## config.mk

```make
export PLATFORM = sky130hd
export DESIGN_NAME = bounds_check_sched
export DESIGN_NICKNAME = d
export VERILOG_FILES = /design/src/rtl/bounds_check_sched.sv
export SDC_FILE = /design/constraint.sdc
export NUM_CORES = 1
export LEC_CHECK = 0
export CORE_MARGIN = 4
export CORE_UTILIZATION = 40
export CTS_CLUSTER_DIAMETER = 120
export CTS_CLUSTER_SIZE = 16
export DETAILED_ROUTE_END_ITERATION = 7
export HOLD_SLACK_MARGIN = 0.06
export PLACE_DENSITY = 0.69
export SLEW_MARGIN = 0
export SYNTH_ARGS = -nofsm -noshare
export SYNTH_HDL_FRONTEND = slang
export SYNTH_SLANG_ARGS = --single-unit
```

## constraint.sdc

```tcl
create_clock -name clk_i -period 4.12 [get_ports clk_i]
set_input_delay 0.618 -clock clk_i [delete_from_list [all_inputs] [get_ports clk_i]]
set_output_delay 0.618 -clock clk_i [all_outputs]
set_load 0.02 [all_outputs]
```

## src/rtl/bounds_check_sched.sv

```systemverilog
// bounds_check_sched: arbitrates alloc/check requests and scans the base buffer one entry per cycle (optional BCS_STATS_EN adds response counters)
module bounds_check_sched #(
    parameter int SIZE   = 32,
    parameter int IDX_W  = $clog2(SIZE),
    parameter int ADDR_W = 32
) (
    input  logic              clk_i,
    input  logic              rst_i,
    input  logic              clear_i,
    input  logic              alloc_valid_i,
    output logic              alloc_ready_o,
    input  logic [ADDR_W-1:0] alloc_base_i,
    input  logic              chk_valid_i,
    output logic              chk_ready_o,
    input  logic [ADDR_W-1:0] chk_base_i,
    input  logic [ADDR_W-1:0] chk_addr_i,
    output logic              rsp_valid_o,
    input  logic              rsp_ready_i,
    output logic              rsp_overflow_o,
    output logic [ADDR_W-1:0] rsp_limit_o,
    output logic [IDX_W-1:0]  buf_rd_idx_o,
    input  logic [ADDR_W-1:0] buf_rd_data_i,
    output logic              buf_wr_en_o,
    output logic [ADDR_W-1:0] buf_wr_base_o,
    output logic              buf_clear_o
`ifdef BCS_STATS_EN
    ,
    output logic [31:0]       stat_chk_o,
    output logic [31:0]       stat_ovf_o
`endif
);
    typedef enum logic [1:0] {IDLE, SCAN, WRITE, RESP} state_t;
    localparam logic [ADDR_W-1:0] ONES = '1;
    state_t state, state_n;
    logic [IDX_W-1:0] idx;
    logic [ADDR_W-1:0] base, addr, closest, closest_n;
    logic op_chk, dup, dup_n, prio_chk, clr_q;
    logic both, alloc_hs, chk_hs, last, hit;
    // grant, scan compare and next-state; readies forced low during reset and clear
    always_comb begin
        both          = alloc_valid_i && chk_valid_i;
        alloc_ready_o = !rst_i && state == IDLE && !clear_i && !(both && prio_chk);
        chk_ready_o   = !rst_i && state == IDLE && !clear_i && !(both && !prio_chk);
        alloc_hs      = alloc_valid_i && alloc_ready_o;
        chk_hs        = chk_valid_i && chk_ready_o;
        hit           = buf_rd_data_i != '0;
        last          = idx == IDX_W'(SIZE - 1);
        closest_n     = (hit && buf_rd_data_i > base && buf_rd_data_i < closest) ? buf_rd_data_i : closest;
        dup_n         = dup || (hit && buf_rd_data_i == base);
        state_n       = state;
        case (state)
            IDLE:    state_n = (alloc_hs || chk_hs) ? SCAN : IDLE;
            SCAN:    state_n = !last ? SCAN : op_chk ? RESP : (!dup_n && base != '0) ? WRITE : IDLE;
            WRITE:   state_n = IDLE;
            default: state_n = rsp_ready_i ? IDLE : RESP;
        endcase
        if (clear_i) state_n = IDLE;
        rsp_valid_o    = state == RESP;
        rsp_limit_o    = rsp_valid_o ? closest : '0;
        rsp_overflow_o = rsp_valid_o && closest != ONES && addr >= closest;
        buf_rd_idx_o   = state == SCAN ? idx : '0;
        buf_wr_en_o    = state == WRITE;
        buf_wr_base_o  = buf_wr_en_o ? base : '0;
        buf_clear_o    = clr_q;
    end
    // operand latch on handshake, per-entry scan accumulation, round-robin pointer
    always_ff @(posedge clk_i or posedge rst_i) begin
        if (rst_i) begin
            state    <= IDLE;
            idx      <= '0;
            base     <= '0;
            addr     <= '0;
            closest  <= '0;
            op_chk   <= 1'b0;
            dup      <= 1'b0;
            prio_chk <= 1'b0;
            clr_q    <= 1'b0;
        end else begin
            state <= state_n;
            clr_q <= clear_i;
            if (alloc_hs || chk_hs) begin
                op_chk   <= chk_hs;
                base     <= chk_hs ? chk_base_i : alloc_base_i;
                addr     <= chk_addr_i;
                closest  <= ONES;
                dup      <= 1'b0;
                idx      <= '0;
                prio_chk <= alloc_hs;
            end else if (state == SCAN) begin
                closest <= closest_n;
                dup     <= dup_n;
                if (!last) idx <= idx + IDX_W'(1);
            end
        end
    end
`ifdef BCS_STATS_EN
    logic done;
    assign done = rsp_valid_o && rsp_ready_i && !clear_i;
    // saturating counts of completed responses and overflowing responses
    always_ff @(posedge clk_i or posedge rst_i) begin
        if (rst_i) begin
            stat_chk_o <= '0;
            stat_ovf_o <= '0;
        end else if (clear_i) begin
            stat_chk_o <= '0;
            stat_ovf_o <= '0;
        end else if (done) begin
            if (stat_chk_o != '1) stat_chk_o <= stat_chk_o + 32'd1;
            if (rsp_overflow_o && stat_ovf_o != '1) stat_ovf_o <= stat_ovf_o + 32'd1;
        end
    end
`endif
endmodule

```

==> results of run 1 <==
## cells in the mapped netlist (7+ instances only)
cell	number	area [um^2]
ha_1	97	1210
and3_1	37	231
a21o_1	16	120
nand2_1	142	533
and2_1	8	50.1
a21oi_1	32	160
clkbuf_1	37	139
o21ai_0	39	195
nor2_1	20	75.1
a211o_1	32	280
o21ai_1	7	35.0
nor3_1	32	160
buf_2	9	45.0
nand3_1	8	40.0
o21a_1	33	248
mux2i_1	34	340
dfrtp_1	107	2680
inv_1	71	267
nand4_1	27	169
nor4_1	17	106
## through the flow
| step | instances | cell area (um^2) | setup slack [ns] | power [uW] |
|---|---|---|---|---|
| after detailed placement | 1259 | 9810 | 0.470 | 3050 |
| after global placement | 1259 | 9810 | 0.518 | 3010 |
| after floorplan | 855 | 7490 | 0.685 | 2530 |
| after global routing | 1275 | 10100 | 0.198 | 4210 |
| final | 1275 | 10100 | 0.338 | 3890 |
| after CTS | 1275 | 10100 | 0.337 | 3910 |
## layout make-up
| class | count | area (um^2) |
|---|---|---|
| repair buffers | 221 | 2190 |
| inverters | 72 | 273 |
| clock buffers | 10 | 229 |
| multi-input cells | 630 | 4380 |
| clock inverters | 6 | 52.6 |
| well taps | 229 | 287 |
| flip-flops and latches | 107 | 2680 |
| fillers | 1679 | 8120 |
## metal layers
metal	up-vias	routed length, um
li1	3428	-
met1	3149	10500
met2	229	10400
met3	29	1880
met4	2	400
met5	-	20
## worst max-delay path, stage by stage (launching register included)
cell and delay (ns):
dfrtp_1 0.42, inv_1 0.09, ha_1 0.31, and3_1 0.15, nand4_1 0.14, nor2_1 0.19
o211ai_1 0.11, a31oi_1 0.28, o21ai_0 0.14, a31oi_1 0.30, clkdlybuf4s50_1 0.67
## registers in the layout, indices dropped and copies added (netlist names)
| name | count |
|---|---|
| addr | 32 |
| base | 32 |
| closest | 32 |
| idx | 5 |
| state | 2 |
| buf_clear_o | 1 |
| dup | 1 |
| op_chk | 1 |
| prio_chk | 1 |
## cell families (layout without fill, tap and decap cells)
logic type	after synthesis	after routing	share of synthesized area
AND/OR/NAND/NOR	308	308	0.199
AO/OA/AOI/OAI	188	188	0.171
buffers and inverters	118	309	0.0606
flip-flops	107	107	0.358
adder cells (fa/ha/maj)	97	97	0.162
multiplexers	34	34	0.0454
XOR/XNOR	3	3	0.00351
## path summary, 6_finish.rpt
check	startpoint	endpoint	slack, ns
worst max-delay path	closest[20]	rsp_overflow_o	0.34
worst min-delay path	addr[2]	addr[2]	0.49
worst max register to register	state[0]	base[31]	1.17
worst min register to register	addr[2]	addr[2]	0.49
max in group asynchronous	rst_i	closest[19]	2.54
min in group asynchronous	rst_i	base[13]	0.86
## power by group through the flow
stage | Sequential, uW | Combinational [uW] | Clock [uW]
3_3_place_gp | 1570 | 1440 | 0
4_1_cts | 1550 | 1490 | 875
2_1_floorplan | 1480 | 1050 | 0
5_1_grt | 1590 | 1700 | 915
3_5_place_dp | 1570 | 1480 | 0
6_report | 1550 | 1480 | 850
## cell usage in the layout (no fill, tap or decap), drive strengths merged, types with 32 or more instances in the layout
| master | count |
|---|---|
| a211o | 32 |
| dfrtp | 107 |
| o21ai | 46 |
| o21a | 33 |
| inv | 76 |
| nand2 | 142 |
| nor3 | 32 |
| clkdlybuf4s50 | 208 |
| and3 | 37 |
| ha | 97 |
| mux2i | 34 |
| a21oi | 33 |
==> summary.md, run 1 <==
| Metric | Value |
|---|---|
| Crit Path Max Fanout | 4 |
| Area Overhead vs Synth | 34.7% |
| Setup TNS | 0 ns |
| Critical Path End Type | output port |
| Post-synthesis sequential area ratio | 0.358 |
| Clock Power Share | 0.219 |
| Dpl hpwl | between 15 and 20 mm |
| RSZ-0062 raised after global routing | false |
| Mapped Cells | 855 |
| Comb pwr share | 0.381 |
| VDD IR max | between 0.15 and 0.2 mV |
| Initial Utilization | 0.411 |
| Die Wd | approximately 140 um |
| Gr usage total | 0.221 |
| Psw | 1450 uW |
| Yosys reg bits | 107 |
| Final WL | about 23 mm |
| Top_reg_cell synth | dfrtp_1 |
| Worst Hold Class | flop to flop |
| P_int | 2430 uW |
| Worst-Skew Late Latency | ~0.36 ns |
| R2R depth | 6 |
| Reg clk slew, reported paths | approximately 0.070 ns |
| Average wire per cell in the routed design | 18.2 um |
| Met3 usage | 0.0674 |
| Total Nets Final | 1272 |
| Synth cell types | 47 |
| Post-Syn Nets | around 1100 |
| Worst-Margin Slew | 0.949 ns |
| Via count | about 7000 |
| Initial antenna violation count | 1 |
| H-Tree Depth | 3 |
| Rel. slew slack | 0.365 |
| Switching share of power | 0.373 |
| DR vias/cell | 5.36 |
| First-pass DRT Iterations | 5 |
| CTS tree | built |
| Leakage power | ~0.0050 uW |
| Setup CP Type | flop to output port |
| Post-CTS setup buffers | 0 |
| Ant diodes | 0 |
| Worst EP arrival | approximately 3.2 ns |
| Final core utilization | 0.554 |
| Vias in the first global route | 6687 |
| Mapped Area | ~0.0075 mm^2 |
| Mean cell area of the mapped netlist | 8.76 um^2 |
| Largest net degree at the start of global routing | 71 |
| Power per cell area | slightly below 400 mW/mm^2 |
| Outcome | complete, no violations |
| CTS Hold Bufs | 0 |
| Worst Hold Path Cells | 2 |
| Async S/R FF share, synth | 1.00 |
| Post-synth EDFFs | 0 |
| Met2 Use GR | 0.346 |
| TritonCTS Buffers | 9 |
| Max-cap violations | 0 |
| First-pass GRT wire length | between 30 and 40 mm |
| Placer Congestion | a little under 0.9 |
| Final ANT Viol Nets | 0 |
| Met1 Track Usage GR | 0.301 |
| GR Overflow Total | 0 |
| Rows | 49 |
| I/O pin count | ~210 |
| Clock Skews | ~0.014 ns |
| Startpoint type of the worst setup path | flop |
| Worst path required time | 3.50 ns |
| Core Area | roughly 0.018 mm^2 |
| Share of cells above drive strength 1 | 0.0363 |
| WHS | slightly below 0.5 ns |
| Port Buffers | roughly 210 |
| DRC Markers | 0 |
| Total Die Area | around 0.021 mm^2 |
| Clock buffer depth | 2 |
| Busiest layer in global routing | met2 |
| Die Ht | ~140 um |
| # clock sinks | approximately 110 |
| Drt initial violations | 469 |
| Final hold vios | 0 |
| Max-slew violations | 0 |
| Max Clk Rate | about 260 MHz |
| CTS Root Buffer Type | clkbuf_16 |
| # resized after CTS | 0 |
| YS warnings | 0 |
| Fin crit share | 0.918 |
| Finish-stage setup viols | 0 |
| Sequential share of power | 0.400 |
| Final Critical Period | roughly 3.8 ns |
Power figures use the tool's default switching activity.
==> run 2: changes to the inputs <==
--- a/config.mk
+++ b/config.mk
@@ -11,4 +11,5 @@
 export CTS_CLUSTER_SIZE = 16
 export DETAILED_ROUTE_END_ITERATION = 7
+export GPL_ROUTABILITY_DRIVEN = 0
 export HOLD_SLACK_MARGIN = 0.06
 export PLACE_DENSITY = 0.69
==> constraint.sdc (replaced) <==
create_clock -name clk_i -period 4.12 [get_ports clk_i]
set_input_delay 0.412 -clock clk_i [delete_from_list [all_inputs] [get_ports clk_i]]
set_output_delay 0.412 -clock clk_i [all_outputs]
set_load 0.02 [all_outputs]
==> summary.md, run 2 (same netlist as run 1, synthesis figures left out) <==
| Metric | Value |
|---|---|
| Max-cap violations | 0 (unchanged) |
| First-pass GRT wire length | 36.6 mm (was 36.3 mm) |
| Post-CTS setup buffers | 0 (unchanged) |
| Worst-Skew Late Latency | 0.36 ns (about the same) |
| Drt initial violations | 548 (was 469) |
| Final Critical Period | 3.65 ns (was 3.78 ns) |
| Final WL | 23.4 mm (was 23.2 mm) |
| GR Overflow Total | 0 (unchanged) |
| Final ANT Viol Nets | 0 (unchanged) |
| Crit Path Max Fanout | 34 (was 4) |
| Port Buffers | 208 (unchanged) |
| Core Area | 0.0182 mm^2 (unchanged) |
| Final core utilization | 0.553 (was 0.554) |
| Fin crit share | 0.886 (was 0.918) |
| FF+latch area | 0.00268 mm^2 (unchanged) |
| I/O pin count | 209 (unchanged) |
| Total Die Area | 0.0210 mm^2 (unchanged) |
| Layout Cells excl Fill | 1271 (was 1275) |
| Die Wd | 145 um (unchanged) |
| Vias in the first global route | 6763 (was 6687) |
| Met2 Use GR | 0.357 (was 0.346) |
| Leading cell type in the layout, fill and taps excluded | clkdlybuf4s50_1 (unchanged) |
| First-pass DRT Iterations | 5 (unchanged) |
| Outcome | complete, no violations (unchanged) |
| Met1 Track Usage GR | 0.301 (about the same) |
| Busiest layer in global routing | met2 (unchanged) |
| FF-to-FF setup slack | 1.22 ns (was 1.17 ns) |
| Initial Utilization | 0.411 (unchanged) |
| Startpoint type of the worst setup path | flop (unchanged) |
| Overall power | 3930 uW (was 3890 uW) |
| Total Nets Final | 1268 (was 1272) |
| DR vias/cell | 5.42 (was 5.36) |
| Via count | 6892 (was 6837) |
| Ant diodes | 0 (unchanged) |
| Setup TNS | 0 ns (unchanged) |
| Final hold vios | 0 (unchanged) |
| Pre-CTS WS | 0.684 ns (was 0.470 ns) |
| Share of cells above drive strength 1 | 0.0336 (was 0.0363) |
| CTS Hold Bufs | 0 (unchanged) |
| Worst path required time | 3.71 ns (was 3.50 ns) |
| Area Overhead vs Synth | 34.5% (was 34.7%) |
| Worst Hold Class | flop to flop (unchanged) |
| Leakage power | 0.00498 uW (was 0.00499 uW) |
| DRC Markers | 0 (unchanged) |
| Worst-Margin Slew | 0.951 ns (was 0.949 ns) |
| Multi-input gate area in the final layout | 0.00438 mm^2 (unchanged) |
| Reg clk slew, reported paths | 0.08 ns (was 0.07 ns) |
| Rows | 49 (unchanged) |
| Power per cell area | 390 mW/mm^2 (was 385 mW/mm^2) |
| Critical Path End Type | output port (unchanged) |
| PnR worst setup slack | 0.470 ns (was 0.338 ns) |
| Most frequent cells in the layout | clkdlybuf4s50_1, nand2_1, dfrtp_1 (unchanged) |
| # fillers | 1708 (was 1679) |
| # clock sinks | 107 (unchanged) |
| TritonCTS Buffers | 9 (unchanged) |
| RSZ-0062 raised after global routing | false (unchanged) |
| CTS tree | built (unchanged) |
| Gr usage total | 0.223 (was 0.221) |
| H-Tree Depth | 3 (unchanged) |
| Setup CP Type | flop to output port (unchanged) |
| Die Ht | 145 um (unchanged) |
| CTS Root Buffer Type | clkbuf_16 (unchanged) |
| Clock Skews | 0.0127 ns (was 0.0141 ns) |
| Max-slew violations | 0 (unchanged) |
| Worst EP arrival | 3.24 ns (was 3.16 ns) |
| Average wire per cell in the routed design | 18.4 um (was 18.2 um) |
| Largest net degree at the start of global routing | 74 (was 71) |
| Finish-stage setup viols | 0 (unchanged) |
| Clock buffer depth | 2 (unchanged) |
| Met3 usage | 0.0601 (was 0.0674) |
| Initial antenna violation count | 0 (was 1) |
| Dpl hpwl | 18.1 mm (was 18.0 mm) |
| Max Clk Rate | 274 MHz (was 264 MHz) |
| # resized after CTS | 0 (unchanged) |
| Regs by FF count | addr (32), base (32), closest (32) (unchanged) |
| VDD IR max | 0.211 mV (was 0.182 mV) |
| Total placed cells including tap cells | 1255 (was 1259) |
| Rel. slew slack | 0.364 (was 0.365) |
## run 2: cell count changes in the layout (fill, tap and decap cells not counted)
cell / delta
buf_4: -4
clkbuf_8: +1
clkbuf_1: -1
clkinvlp_4: +1
inv_6: -3
inv_8: +2
## run 2: stage by stage
step,hold WS (ns),cell area (um^2)
global placement,0.472,9780
detailed placement,0.471,9780
CTS,0.492,10100
floorplan,0.443,7490
finish,0.489,10100
global route,0.501,10100
## run 2: power breakdown
group / switching [uW] / total (uW) / internal [uW]
combinational: 784 / 1490 / 707
sequential: 253 / 1560 / 1300
clock: 441 / 883 / 442
total: 1480 / 3930 / 2450
## run 2: worst paths after layout
| path | start | end | depth (start not counted) |
|---|---|---|---|
| max | state[1] | buf_wr_base_o[17] | 4 |
| min | addr[22] | addr[22] | 2 |
| max reg2reg | closest[15] | closest[5] | 10 |
| min reg2reg | addr[22] | addr[22] | 2 |
| max in group asynchronous | rst_i | closest[17] | 3 |
| min in group asynchronous | rst_i | dup | 2 |
## run 2: layer usage
layer,vias up,part of all wire
met1,3204,0.44
met5,-,0
met2,248,0.46
met4,0,0.014
met3,24,0.085
li1,3416,-
## run 2: cell type report
type                       instances  share of cell area
clock buffer                      10              0.0237
clock inverter                     6             0.00559
inverter                          72              0.0271
multi-input combinational        630               0.435
sequential                       107               0.266
tap                              229              0.0284
timing repair buffer             217               0.215
## run 2: critical path: stages, from the launching register on
cell and delay, ns:
dfrtp_1 0.56, buf_4 0.34, clkinv_1 0.78, nor3_1 0.49
clkdlybuf4s50_1 0.68
==> run 3: changes to the inputs <==
SLEW_MARGIN = 20   (was 0)
==> results of run 3 <==
No change in the layout: final DEF, timing and power equal those of run 2.
